File: config.mk
export PLATFORM = sky130hd
export DESIGN_NAME = mm_display_ctrl
export DESIGN_NICKNAME = d
export VERILOG_FILES = /design/src/rtl/mm_display_ctrl.sv
export SDC_FILE = /design/constraint.sdc
export NUM_CORES = 1
export LEC_CHECK = 0
export CAP_MARGIN = 20
export CORE_ASPECT_RATIO = 0.8
export CORE_UTILIZATION = 50
export CTS_BUF_LIST = sky130_fd_sc_hd__clkbuf_4 sky130_fd_sc_hd__clkbuf_8 sky130_fd_sc_hd__clkbuf_16
export CTS_CLUSTER_SIZE = 12
export DETAILED_ROUTE_END_ITERATION = 7
export DONT_BUFFER_PORTS = 1
export MAX_ROUTING_LAYER = met4
export SYNTH_ARGS = -nofsm -noshare
export SYNTH_HDL_FRONTEND = slang
export SYNTH_SLANG_ARGS = --single-unit
File: constraint.sdc
create_clock -name clk -period 3.28 [get_ports clk]
set_input_delay 0.328 -clock clk [delete_from_list [all_inputs] [get_ports clk]]
set_output_delay 0.328 -clock clk [all_outputs]
set_load 0.02 [all_outputs]
File: src/rtl/mm_display_ctrl.sv
// mm_display_ctrl
// Sequencer and state owner for the four-slot RGB LED display of the
// code-guessing game. Holds the in-progress guess and cursor, a circular
// history of submitted codes, hands each submitted code to the checker over
// a valid/ready handshake, and generates the slow blink clock.
//
// Ports:
//   clk, rst_n                 system clock, async active-low reset
//   btn_left/right/color/
//   btn_submit/btn_mode        single-cycle debounced button pulses
//   submit_ready / submit_valid, submit_code   checker handshake, {s3,s2,s1,s0}
//   blink_clk                  square wave, half-period BLINK_HALF cycles
//   blink_enable, blink_led    cursor blink control and cursor slot
//   guess_rgb0..3              current guess colours
//   history_rgb0..3            selected history entry colours
//   hist_index, hist_count     selected entry (0 = newest), valid entries
//
// state      | meaning
// -----------+------------------------------------------------------------
// ST_GUESS   | editing the guess; cursor blinks
// ST_SUBMIT  | code offered to checker, buttons ignored until handshake
// ST_HISTORY | browsing submitted codes; blink disabled
module mm_display_ctrl #(
  parameter int HIST_DEPTH = 8,
  parameter int BLINK_HALF = 12_500_000
) (
  input  logic                          clk,
  input  logic                          rst_n,
  input  logic                          btn_left,
  input  logic                          btn_right,
  input  logic                          btn_color,
  input  logic                          btn_submit,
  input  logic                          btn_mode,
  input  logic                          submit_ready,
  output logic                          submit_valid,
  output logic [11:0]                   submit_code,
  output logic                          blink_clk,
  output logic                          blink_enable,
  output logic [1:0]                    blink_led,
  output logic [2:0]                    guess_rgb0,
  output logic [2:0]                    guess_rgb1,
  output logic [2:0]                    guess_rgb2,
  output logic [2:0]                    guess_rgb3,
  output logic [2:0]                    history_rgb0,
  output logic [2:0]                    history_rgb1,
  output logic [2:0]                    history_rgb2,
  output logic [2:0]                    history_rgb3,
  output logic [$clog2(HIST_DEPTH)-1:0] hist_index,
  output logic [$clog2(HIST_DEPTH):0]   hist_count
);

  localparam int IW = $clog2(HIST_DEPTH);
  localparam int CW = $clog2(BLINK_HALF);
  localparam logic [CW-1:0] BLINK_LAST = CW'(BLINK_HALF - 1);
  localparam logic [IW:0]   DEPTH      = (IW+1)'(HIST_DEPTH);

  typedef enum logic [1:0] {
    ST_GUESS   = 2'd0,
    ST_SUBMIT  = 2'd1,
    ST_HISTORY = 2'd2
  } state_t;

  state_t        state;
  logic [2:0]    slot [4];
  logic [11:0]   hist_mem [HIST_DEPTH];
  logic [IW-1:0] wr_ptr;
  logic [IW-1:0] rd_addr;
  logic [11:0]   hist_word;
  logic [CW-1:0] blink_cnt;

  // Colour 0 is never produced: 7 wraps back to 1.
  function automatic logic [2:0] color_step(input logic [2:0] c);
    return (c == 3'd7) ? 3'd1 : c + 3'd1;
  endfunction

  always_ff @(posedge clk or negedge rst_n) begin
    if (!rst_n) begin
      state        <= ST_GUESS;
      blink_enable <= 1'b1;
      blink_led    <= 2'd0;
      submit_valid <= 1'b0;
      submit_code  <= 12'd0;
      wr_ptr       <= '0;
      hist_count   <= '0;
      hist_index   <= '0;
      for (int i = 0; i < 4; i++) slot[i] <= 3'd1;
      for (int i = 0; i < HIST_DEPTH; i++) hist_mem[i] <= 12'd0;
    end else begin
      case (state)
        ST_GUESS: begin
          if (btn_submit) begin
            submit_code  <= {slot[3], slot[2], slot[1], slot[0]};
            submit_valid <= 1'b1;
            state        <= ST_SUBMIT;
          end else if (btn_mode) begin
            if (hist_count != '0) begin
              state        <= ST_HISTORY;
              blink_enable <= 1'b0;
              hist_index   <= '0;
            end
          end else if (btn_color) begin
            slot[blink_led] <= color_step(slot[blink_led]);
          end else if (btn_left) begin
            blink_led <= blink_led - 2'd1;
          end else if (btn_right) begin
            blink_led <= blink_led + 2'd1;
          end
        end
        ST_SUBMIT: begin
          if (submit_ready) begin
            hist_mem[wr_ptr] <= submit_code;
            wr_ptr           <= wr_ptr + 1'b1;
            if (hist_count != DEPTH) hist_count <= hist_count + 1'b1;
            blink_led    <= 2'd0;
            submit_valid <= 1'b0;
            state        <= ST_GUESS;
          end
        end
        ST_HISTORY: begin
          if (btn_mode) begin
            state        <= ST_GUESS;
            blink_enable <= 1'b1;
            hist_index   <= '0;
          end else if (btn_left) begin
            if (({1'b0, hist_index} + (IW+1)'(1)) < hist_count)
              hist_index <= hist_index + 1'b1;
          end else if (btn_right) begin
            if (hist_index != '0) hist_index <= hist_index - 1'b1;
          end
        end
        default: begin
          state        <= ST_GUESS;
          blink_enable <= 1'b1;
          submit_valid <= 1'b0;
        end
      endcase
    end
  end

  // Newest entry sits just behind the write pointer; index counts backwards.
  assign rd_addr = wr_ptr - IW'(1) - hist_index;

  always_ff @(posedge clk or negedge rst_n) begin
    if (!rst_n) hist_word <= 12'd0;
    else        hist_word <= (hist_count == '0) ? 12'd0 : hist_mem[rd_addr];
  end

  always_ff @(posedge clk or negedge rst_n) begin
    if (!rst_n) begin
      blink_cnt <= '0;
      blink_clk <= 1'b0;
    end else if (blink_cnt == BLINK_LAST) begin
      blink_cnt <= '0;
      blink_clk <= ~blink_clk;
    end else begin
      blink_cnt <= blink_cnt + 1'b1;
    end
  end

  assign guess_rgb0   = slot[0];
  assign guess_rgb1   = slot[1];
  assign guess_rgb2   = slot[2];
  assign guess_rgb3   = slot[3];
  assign history_rgb0 = hist_word[2:0];
  assign history_rgb1 = hist_word[5:3];
  assign history_rgb2 = hist_word[8:6];
  assign history_rgb3 = hist_word[11:9];

endmodule

==> flow_summary.ini, run 1 <==
[sta]
max_freq_mhz = 385
rsz0062_at_grt = false
fin_crit_sh = 0.792
finalHoldViolCount = 173
fin_hold_ws_ps = -405
timing.final.ws_setup_ps = 683
tightest_slew_ps = 822
maxSlewHeadroom = 0.451
finalSetupTns_ps = 0
setup_viol = 0
period_needed_ps = 2600
clock_skew_ps = 8.02
final_max_slew_viol_count = 0

[synthesis]
synth_ff_type = dfrtp_1
ys.warnings.count = 0
avgSynthCellArea_um2 = 14.1
syn_area_um2 = 7930
synth-edff-count = 0
yosysTopAreaCell = dfrtp_1
synth_area_leaders = dfrtp_1, mux2_2, mux4_2
syn_nets = 584
yosysTopAreaCellShare = 0.530
synth-seq-area-share = 0.547
synthCells = 562
synthDistinctLibCells = 52
async_flop_share = 1.00
ys_seq_elements = 173

[clocking]
cts_buffers = 17
cts-root-buf = clkbuf_16
h-tree-depth = 4
cts_tree = done
cts_buffer_depth = 2
clock_latency_ps = 430
clkTransAtPathRegs_ps = 60
clock-sinks = 173

[placement]
dp.cells = 760
place_hpwl_um = 10100
post_dp_cell_area_um2 = 8190
dp_slack_ps = 661
gp_congestion = 0.811
io_buffer_count = 0

[finish]
post-route-util = 0.576
area_delta_synth_final_pct = 10.9
postLayoutCellArea_um2 = 8800
n_antenna_cell = 0
stdcell_count = 791
nNetsFinal = 591
final_layout_size_suffix_gt1_frac = 0.372

[die]
fp.dieW_um = 143
die_height_um = 115
ios = 56
die-area_um2 = 16400
initial_utilization = 0.520
core_area_um2 = 15300
fp-row-count = 40

[setup_path]
crit_fanout = 7
crit_path_start_kind = flop
arrival_ps = 2910
cp_common_cell = ha_1
crit_type = reg -> reg
cp_data_required_time_ps = 3590
crit_chain = inv_1 > ha_1 > ha_1 > a2111oi_0 > a2111oi_1 > or3_1 > a22o_1
slowest_stage = dfrtp_1
slowest_delay_ps = 560
cp-end-kind = flop

[global_routing]
track_usage = 0.218
grt_max_degree = 174
grt_overflow_total = 0
grt_pass1_vias = 4591
grt_pass1_wl_um = 25400
grt_antenna_before_repair = 0

[power_and_ir_drop]
leakagePower_nw = 4.20
power.total_mw = 7.61
ir_drop_v = 0.000507
power_density_nw_per_um2 = 865

[drt]
drc_errors = 0
wl_per_cell_um = 19.6
postRouteAntennaNets = 0
dr.pass1.iters = 5
vias = 4399
routed_wl_um = 15500
drt_iter0_markers = 233
viasPerCell = 5.56

[min_path]
worstHoldPathType = in -> async

[run_status]
violations = hold timing
status = complete, but fails checks

[flow_run]
max-cap-violations = 0
routing by layer:
metal	routed length, µm	vias to the layer above	share of wire	GRT usage
met5	0	-	0	-
met4	218	0	0.014	0.0717
met3	650	17	0.042	0.0556
met2	7310	59	0.47	0.325
met1	7370	2270	0.47	0.292
li1	-	2053	-	-
power by group:
part	internal (mW)	switching, mW
Combinational	1.13	0.970
Clock	1.22	0.835
Sequential	2.66	0.803
Total	5.01	2.61
flip-flops by register name, indices dropped and copies added, names as in the netlist, 2 cells and up:
name / flops
hist_mem: 96
blink_cnt: 24
hist_word: 12
submit_code: 12
hist_count: 4
guess_rgb0: 3
guess_rgb1: 3
guess_rgb2: 3
guess_rgb3: 3
hist_index: 3
wr_ptr: 3
blink_led: 2
state: 2
area by class of cell:
| type | instances | area, µm² |
|---|---|---|
| Clock inverter | 13 | 168 |
| Multi-Input combinational cell | 350 | 3430 |
| Sequential cell | 173 | 4340 |
| Fill cell | 1208 | 6470 |
| Tap cell | 210 | 263 |
| Timing Repair Buffer | 12 | 103 |
| Clock buffer | 18 | 439 |
| Inverter | 15 | 56.3 |
critical path, delay by kind of cell, from the launching register on:
family,cells,cell delay [ps]
adder cells (fa/ha/maj),2,590
buffers and inverters,1,160
flip-flops,1,560
AND/OR/NAND/NOR,1,370
AO/OA/AOI/OAI,3,810
cell usage in the layout (no fill, tap or decap), types with 2 or more instances in the layout:
master and n:
a21oi_1 4, and3_1 4, buf_4 11, bufinv_16 3
clkbuf_16 17, clkinv_4 3, clkinvlp_4 5, dfrtp_1 168
dfstp_2 5, fa_1 2, ha_1 12, inv_1 15
mux2_2 125, mux2i_1 12, mux4_2 27, nand2_1 21
nand2_2 2, nand2b_1 5, nand3_1 10, nand3b_1 2
nand4_1 5, nor2_1 38, nor2b_1 3, nor3_2 5
nor3b_2 2, nor4_1 4, nor4_4 3, o21ai_0 9
or3_1 5, xnor2_1 9, xor2_1 18
cells in the mapped netlist, drive strengths merged (3+ instances only):
cell type	n
nand4	6
clkbuf	5
mux2	125
nor4	7
and3	4
inv	15
nand2b	5
ha	12
a21oi	4
nor3	6
xor2	18
nand3	11
or3	5
o21ai	9
dfrtp	168
nor2	39
buf	19
xnor2	10
mux4	27
nor2b	3
mux2i	12
nand2	23
nor3b	3
dfstp	5
kinds of logic after synthesis:
logic type                 count (synthesis)  share of synthesized area
DFF                                      173                      0.547
AOI/OAI and AO/OA                         25                     0.0216
adders and majority gates                 14                     0.0240
muxes                                    164                      0.269
and+or+nand+nor                          119                     0.0846
xor gates and xnor gates                  28                     0.0309
buffers and inverters                     39                     0.0230
repair_timing:
action | 4_1_cts | 5_1_grt
hold endpoints to repair | 173 | 173
gates resized for setup | 0 | 0
buffers inserted | 0 | 0
final timing paths:
path	from	to	slack (ps)	cells past startpoint
setup / recovery	hist_index[0]$_DFFE_PN0P_	hist_index[2]$_DFFE_PN0P_	680	7
max in group asynchronous	rst_n	guess_rgb2[0]$_DFFE_PN1P_	3330	0
hold reg to reg	blink_cnt[0]$_DFF_PN0_	blink_cnt[0]$_DFF_PN0_	500	1
min in group clk	btn_mode	blink_enable$_DFFE_PN1P_	70	1
hold / removal	rst_n	hist_count[3]$_DFFE_PN0P_	-400	0
setup reg to reg	hist_index[0]$_DFFE_PN0P_	hist_index[2]$_DFFE_PN0P_	680	7
(Power assumes the default switching activity.)
==> run 2, diff against run 1 <==
--- a/config.mk
+++ b/config.mk
@@ -13,6 +13,7 @@
 export DETAILED_ROUTE_END_ITERATION = 7
 export DONT_BUFFER_PORTS = 1
 export MAX_ROUTING_LAYER = met4
+export PLACE_DENSITY = 0.68
 export SYNTH_ARGS = -nofsm -noshare
 export SYNTH_HDL_FRONTEND = slang
 export SYNTH_SLANG_ARGS = --single-unit
==> constraint.sdc (replaced) <==
create_clock -name clk -period 2.35 [get_ports clk]
set_input_delay 0.235 -clock clk [delete_from_list [all_inputs] [get_ports clk]]
set_output_delay 0.235 -clock clk [all_outputs]
set_load 0.02 [all_outputs]
==> flow_summary.ini, run 2 (same netlist as run 1, synthesis figures left out) <==
[clocking]
h-tree-depth = 4
cts-root-buf = clkbuf_16
cts_buffers = 17
cts_tree = done
clock_latency_ps = 420
ctsHoldBuffers = 2
cts_buffer_depth = 2
clkTransAtPathRegs_ps = 60
clock-sinks = 173

[placement]
dp.cells = 777
gp_congestion = 0.808
place_hpwl_um = 10600
io_buffer_count = 0

[drt]
drt_iter0_markers = 284
postRouteAntennaNets = 0
drc_errors = 0
routed_wl_um = 16500
viasPerCell = 5.69
wl_per_cell_um = 20.2
dr.pass1.iters = 4
vias = 4650

[die]
die_height_um = 115
fp.dieW_um = 143
core_area_um2 = 15300
initial_utilization = 0.520
fp-row-count = 40
die-area_um2 = 16400
ios = 56

[setup_path]
arrival_ps = 2640
slowest_stage = dfrtp_2
crit_path_start_kind = flop
cp_data_required_time_ps = 2660
slowest_delay_ps = 420
crit_buf_inv = 1
crit_chain = buf_6 > ha_1 > xor2_1 > ha_2 > o21ai_2 > a2111oi_4 > nor3_2 > mux2_4
rrSetupSlack_ps = 20
cp_top_family = adder cells
crit_fanout = 6
crit_type = reg -> reg
cp-end-kind = flop

[sta]
maxSlewHeadroom = 0.665
fin_crit_sh = 0.990
fin_hold_ws_ps = -493
tightest_slew_ps = 502
setup_viol = 0
period_needed_ps = 2330
finalHoldViolCount = 173
clock_skew_ps = 8.98
max_freq_mhz = 430
final_max_slew_viol_count = 0

[min_path]
worstHoldPathType = in -> async

[global_routing]
grt_antenna_before_repair = 0
grt_pass1_vias = 4745
track_usage = 0.227
grt_pass1_wl_um = 26400
grt_overflow_total = 0
grt_max_degree = 174

[finish]
final_layout_size_suffix_gt1_frac = 0.412
layout_common_cells = dfrtp_1, mux2_2, nor2_1
largestRegisters = hist_mem (96), blink_cnt (24)
nNetsFinal = 616
area_delta_synth_final_pct = 15.3
stdcell_count = 817
post-route-util = 0.599
largest_reg_flops = 96
final_common_cell = dfrtp_1
n_antenna_cell = 0
top_register = hist_mem

[power_and_ir_drop]
power_density_nw_per_um2 = 1250
ir_drop_v = 0.000618
leakagePower_nw = 4.38

[run_status]
violations = hold timing
status = complete, but fails checks

[flow_run]
max-cap-violations = 0
[run 2: cell types whose count changed in the layout (fill, tap and decap cells not counted), moves of 3 or more]
cell,delta
buf_4,+18
ha_1,-3
clkinvlp_4,-3
buf_12,+3
clkinv_2,+3
[run 2: metal layers]
metal	track usage	wire length (µm)
met1	0.300	7530
met2	0.345	8090
met3	0.0606	710
met4	0.0652	163
met5	-	0
[run 2: layout make-up]
cell class	instances	area (µm²)
timing repair buffer	37	340
clock inverter	11	164
fill	1176	6120
tap	210	263
clock buffer	21	474
multi-input combinational	350	3510
sequential	173	4340
inverter	15	56.3
[run 2: what timing repair did]
| item | in CTS | in global routing |
|---|---|---|
| pin swaps | 0 | 4 |
| hold endpoints to repair | 176 | 173 |
| endpoints found under the setup margin | 9 | 5 |
| setup buffers | 0 | 6 |
| gates resized for setup | 4 | 14 |
[run 2: worst paths after layout]
path,to,from,cells past startpoint
min in group clk,submit_valid$_DFFE_PN0P_,btn_submit,2
max in group asynchronous,guess_rgb2[0]$_DFFE_PN1P_,rst_n,0
min reg2reg,blink_cnt[0]$_DFF_PN0_,blink_cnt[0]$_DFF_PN0_,1
min,hist_count[1]$_DFFE_PN0P_,rst_n,0
max reg2reg,hist_index[0]$_DFFE_PN0P_,hist_index[0]$_DFFE_PN0P_,8
max,hist_index[0]$_DFFE_PN0P_,hist_index[0]$_DFFE_PN0P_,8
[run 2: through the flow]
stage                     area (µm²)  TNS [ps]  hold WS [ps]  power, mW  setup WS (ps)
final                           9150         0          -493       11.4           22.6
after global routing            9150     -93.2          -520       12.0          -35.6
after CTS                       9020         0          -515       11.2           2.16
after detailed placement        8340      -392         -56.0       8.13          -67.6
after global placement          8340         0         -55.8       8.01           12.4
after floorplan                 7940         0         -60.6       6.96           36.2
[run 2: report_power, final]
part           switching, mW  internal, mW
combinational           1.68          2.08
clock                   1.13          1.87
sequential             0.947          3.72
total                   3.76          7.67
==> run 3, diff against run 2 <==
--- a/config.mk
+++ b/config.mk
@@ -7,13 +7,13 @@
 export LEC_CHECK = 0
 export CAP_MARGIN = 20
 export CORE_ASPECT_RATIO = 0.8
-export CORE_UTILIZATION = 50
+export CORE_UTILIZATION = 35
 export CTS_BUF_LIST = sky130_fd_sc_hd__clkbuf_4 sky130_fd_sc_hd__clkbuf_8 sky130_fd_sc_hd__clkbuf_16
 export CTS_CLUSTER_SIZE = 12
 export DETAILED_ROUTE_END_ITERATION = 7
 export DONT_BUFFER_PORTS = 1
+export GPL_TIMING_DRIVEN = 0
 export MAX_ROUTING_LAYER = met4
-export PLACE_DENSITY = 0.68
 export SYNTH_ARGS = -nofsm -noshare
 export SYNTH_HDL_FRONTEND = slang
 export SYNTH_SLANG_ARGS = --single-unit
==> flow_summary.ini, run 3 (same netlist as run 1, synthesis figures left out) <==
[global_routing]
grt_overflow_total = 0
track_usage = 0.167
grt_antenna_before_repair = 0
grt_pass1_wl_um = 27900
grt_pass1_vias = 4837
grt_max_degree = 174

[clocking]
cts_tree = done
clock_latency_ps = 420
clkTransAtPathRegs_ps = 60
h-tree-depth = 4
ctsHoldBuffers = 2
clock-sinks = 173
cts-root-buf = clkbuf_16
cts_buffers = 17
cts_buffer_depth = 2

[finish]
largest_reg_flops = 96
nNetsFinal = 610
area_delta_synth_final_pct = 16.1
layout_common_cells = dfrtp_1, mux2_2, nor2_1
postLayoutCellArea_um2 = 9210
final_common_cell = dfrtp_1
final_layout_size_suffix_gt1_frac = 0.404
stdcell_count = 901
top_register = hist_mem
n_antenna_cell = 0
largestRegisters = hist_mem (96), blink_cnt (24)

[sta]
fin_crit_sh = 0.971
maxSlewHeadroom = 0.564
finalSetupTns_ps = 0
final_max_slew_viol_count = 0
fin_hold_ws_ps = -488
max_freq_mhz = 438
setup_viol = 0
clock_skew_ps = 10.7
tightest_slew_ps = 654
finalHoldViolCount = 173
period_needed_ps = 2280

[power_and_ir_drop]
power_density_nw_per_um2 = 1270
comb_power_share = 0.322
seq_power_share = 0.411
p_sw_frac = 0.336
ir_drop_v = 0.000540
p_clk_frac = 0.267
leakagePower_nw = 4.34
power.total_mw = 11.7
intPower_mw = 7.77
p_sw_mw = 3.93

[die]
die-area_um2 = 23300
die_height_um = 137
core_area_um2 = 21900
ios = 56
initial_utilization = 0.362
fp-row-count = 48
fp.dieW_um = 170

[placement]
gp_congestion = 0.759
dp.cells = 862
io_buffer_count = 0
place_hpwl_um = 11400
post_dp_cell_area_um2 = 8310

[drt]
viasPerCell = 5.14
wl_per_cell_um = 19.2
postRouteAntennaNets = 0
vias = 4633
drc_errors = 0
routed_wl_um = 17300
drt_iter0_markers = 238
dr.pass1.iters = 4

[run_status]
status = complete, but fails checks
violations = hold timing

[setup_path]
cp-end-kind = flop
cp_data_required_time_ps = 2620
slowest_stage = fa_2
crit_chain = inv_4 > ha_4 > inv_2 > fa_2 > buf_12 > clkbuf_16 > mux4_2 > mux2i_1 > nor2_1
cp_top_family = adder cells
crit_type = reg -> reg
arrival_ps = 2550
crit_buf_inv = 4
crit_path_start_kind = flop
crit_fanout = 7
slowest_delay_ps = 540

[flow_run]
max-cap-violations = 0

[min_path]
worstHoldPathType = in -> async
run 3: layer usage:
metal / vias to the layer above / track usage / wire length (µm)
met5: - / - / 0
met2: 72 / 0.247 / 7820
met3: 15 / 0.0457 / 777
met4: 0 / 0.0455 / 225
li1: 2087 / - / -
met1: 2459 / 0.224 / 8520
run 3: stage by stage:
step | setup WS, ps | util
after CTS | -8.46 | 0.418
after global placement | -498 | 0.379
after detailed placement | -485 | 0.379
after global routing | -5.07 | 0.420
final | 68.5 | 0.420
after floorplan | 36.2 | -
run 3: worst paths after layout:
path | startpoint | endpoint | slack, ps | cells after the start
max in group asynchronous | rst_n | guess_rgb3[0]$_DFFE_PN1P_ | 2550 | 0
hold reg to reg | blink_cnt[0]$_DFF_PN0_ | blink_cnt[0]$_DFF_PN0_ | 490 | 1
min in group clk | btn_mode | state[1]$_DFFE_PN0P_ | 30 | 2
hold / removal | rst_n | hist_mem[29]$_DFFE_PN0P_ | -490 | 0
setup reg to reg | hist_index[0]$_DFFE_PN0P_ | hist_word[7]$_DFF_PN0_ | 70 | 9
setup / recovery | hist_index[0]$_DFFE_PN0P_ | hist_word[7]$_DFF_PN0_ | 70 | 9
run 3: timing repair:
action,4_1_cts,5_1_grt
gates cloned,2,0
endpoints found under the setup margin,15,21
hold endpoints to repair,176,173
resized for setup,21,12
setup buffers,4,0
pin swaps,3,3
run 3: layout make-up:
cell class / count / area, µm²
Buffer: 23 / 186
Clock buffer: 21 / 474
Clock inverter: 11 / 188
Fill cell: 1991 / 12700
Inverter: 15 / 58.8
Multi-Input combinational cell: 350 / 3490
Sequential cell: 173 / 4340
Tap cell: 300 / 375
Timing Repair Buffer: 8 / 95.1
run 3: power groups by stage:
stage          clock [mW]  sequential, mW  combinational [mW]
6_report             3.13            4.81                3.76
5_1_grt              3.32            4.94                4.06
4_1_cts              3.20            4.81                3.71
3_5_place_dp            0            4.85                3.12
3_3_place_gp            0            4.78                3.04
2_1_floorplan           0            4.51                2.44
run 3: worst register-to-register path, stage by stage, from the launching register on:
cell and delay, ps:
dfrtp_2 500, inv_4 110, ha_4 130, inv_2 30, fa_2 540, buf_12 140
clkbuf_16 160, mux4_2 290, mux2i_1 160, nor2_1 70
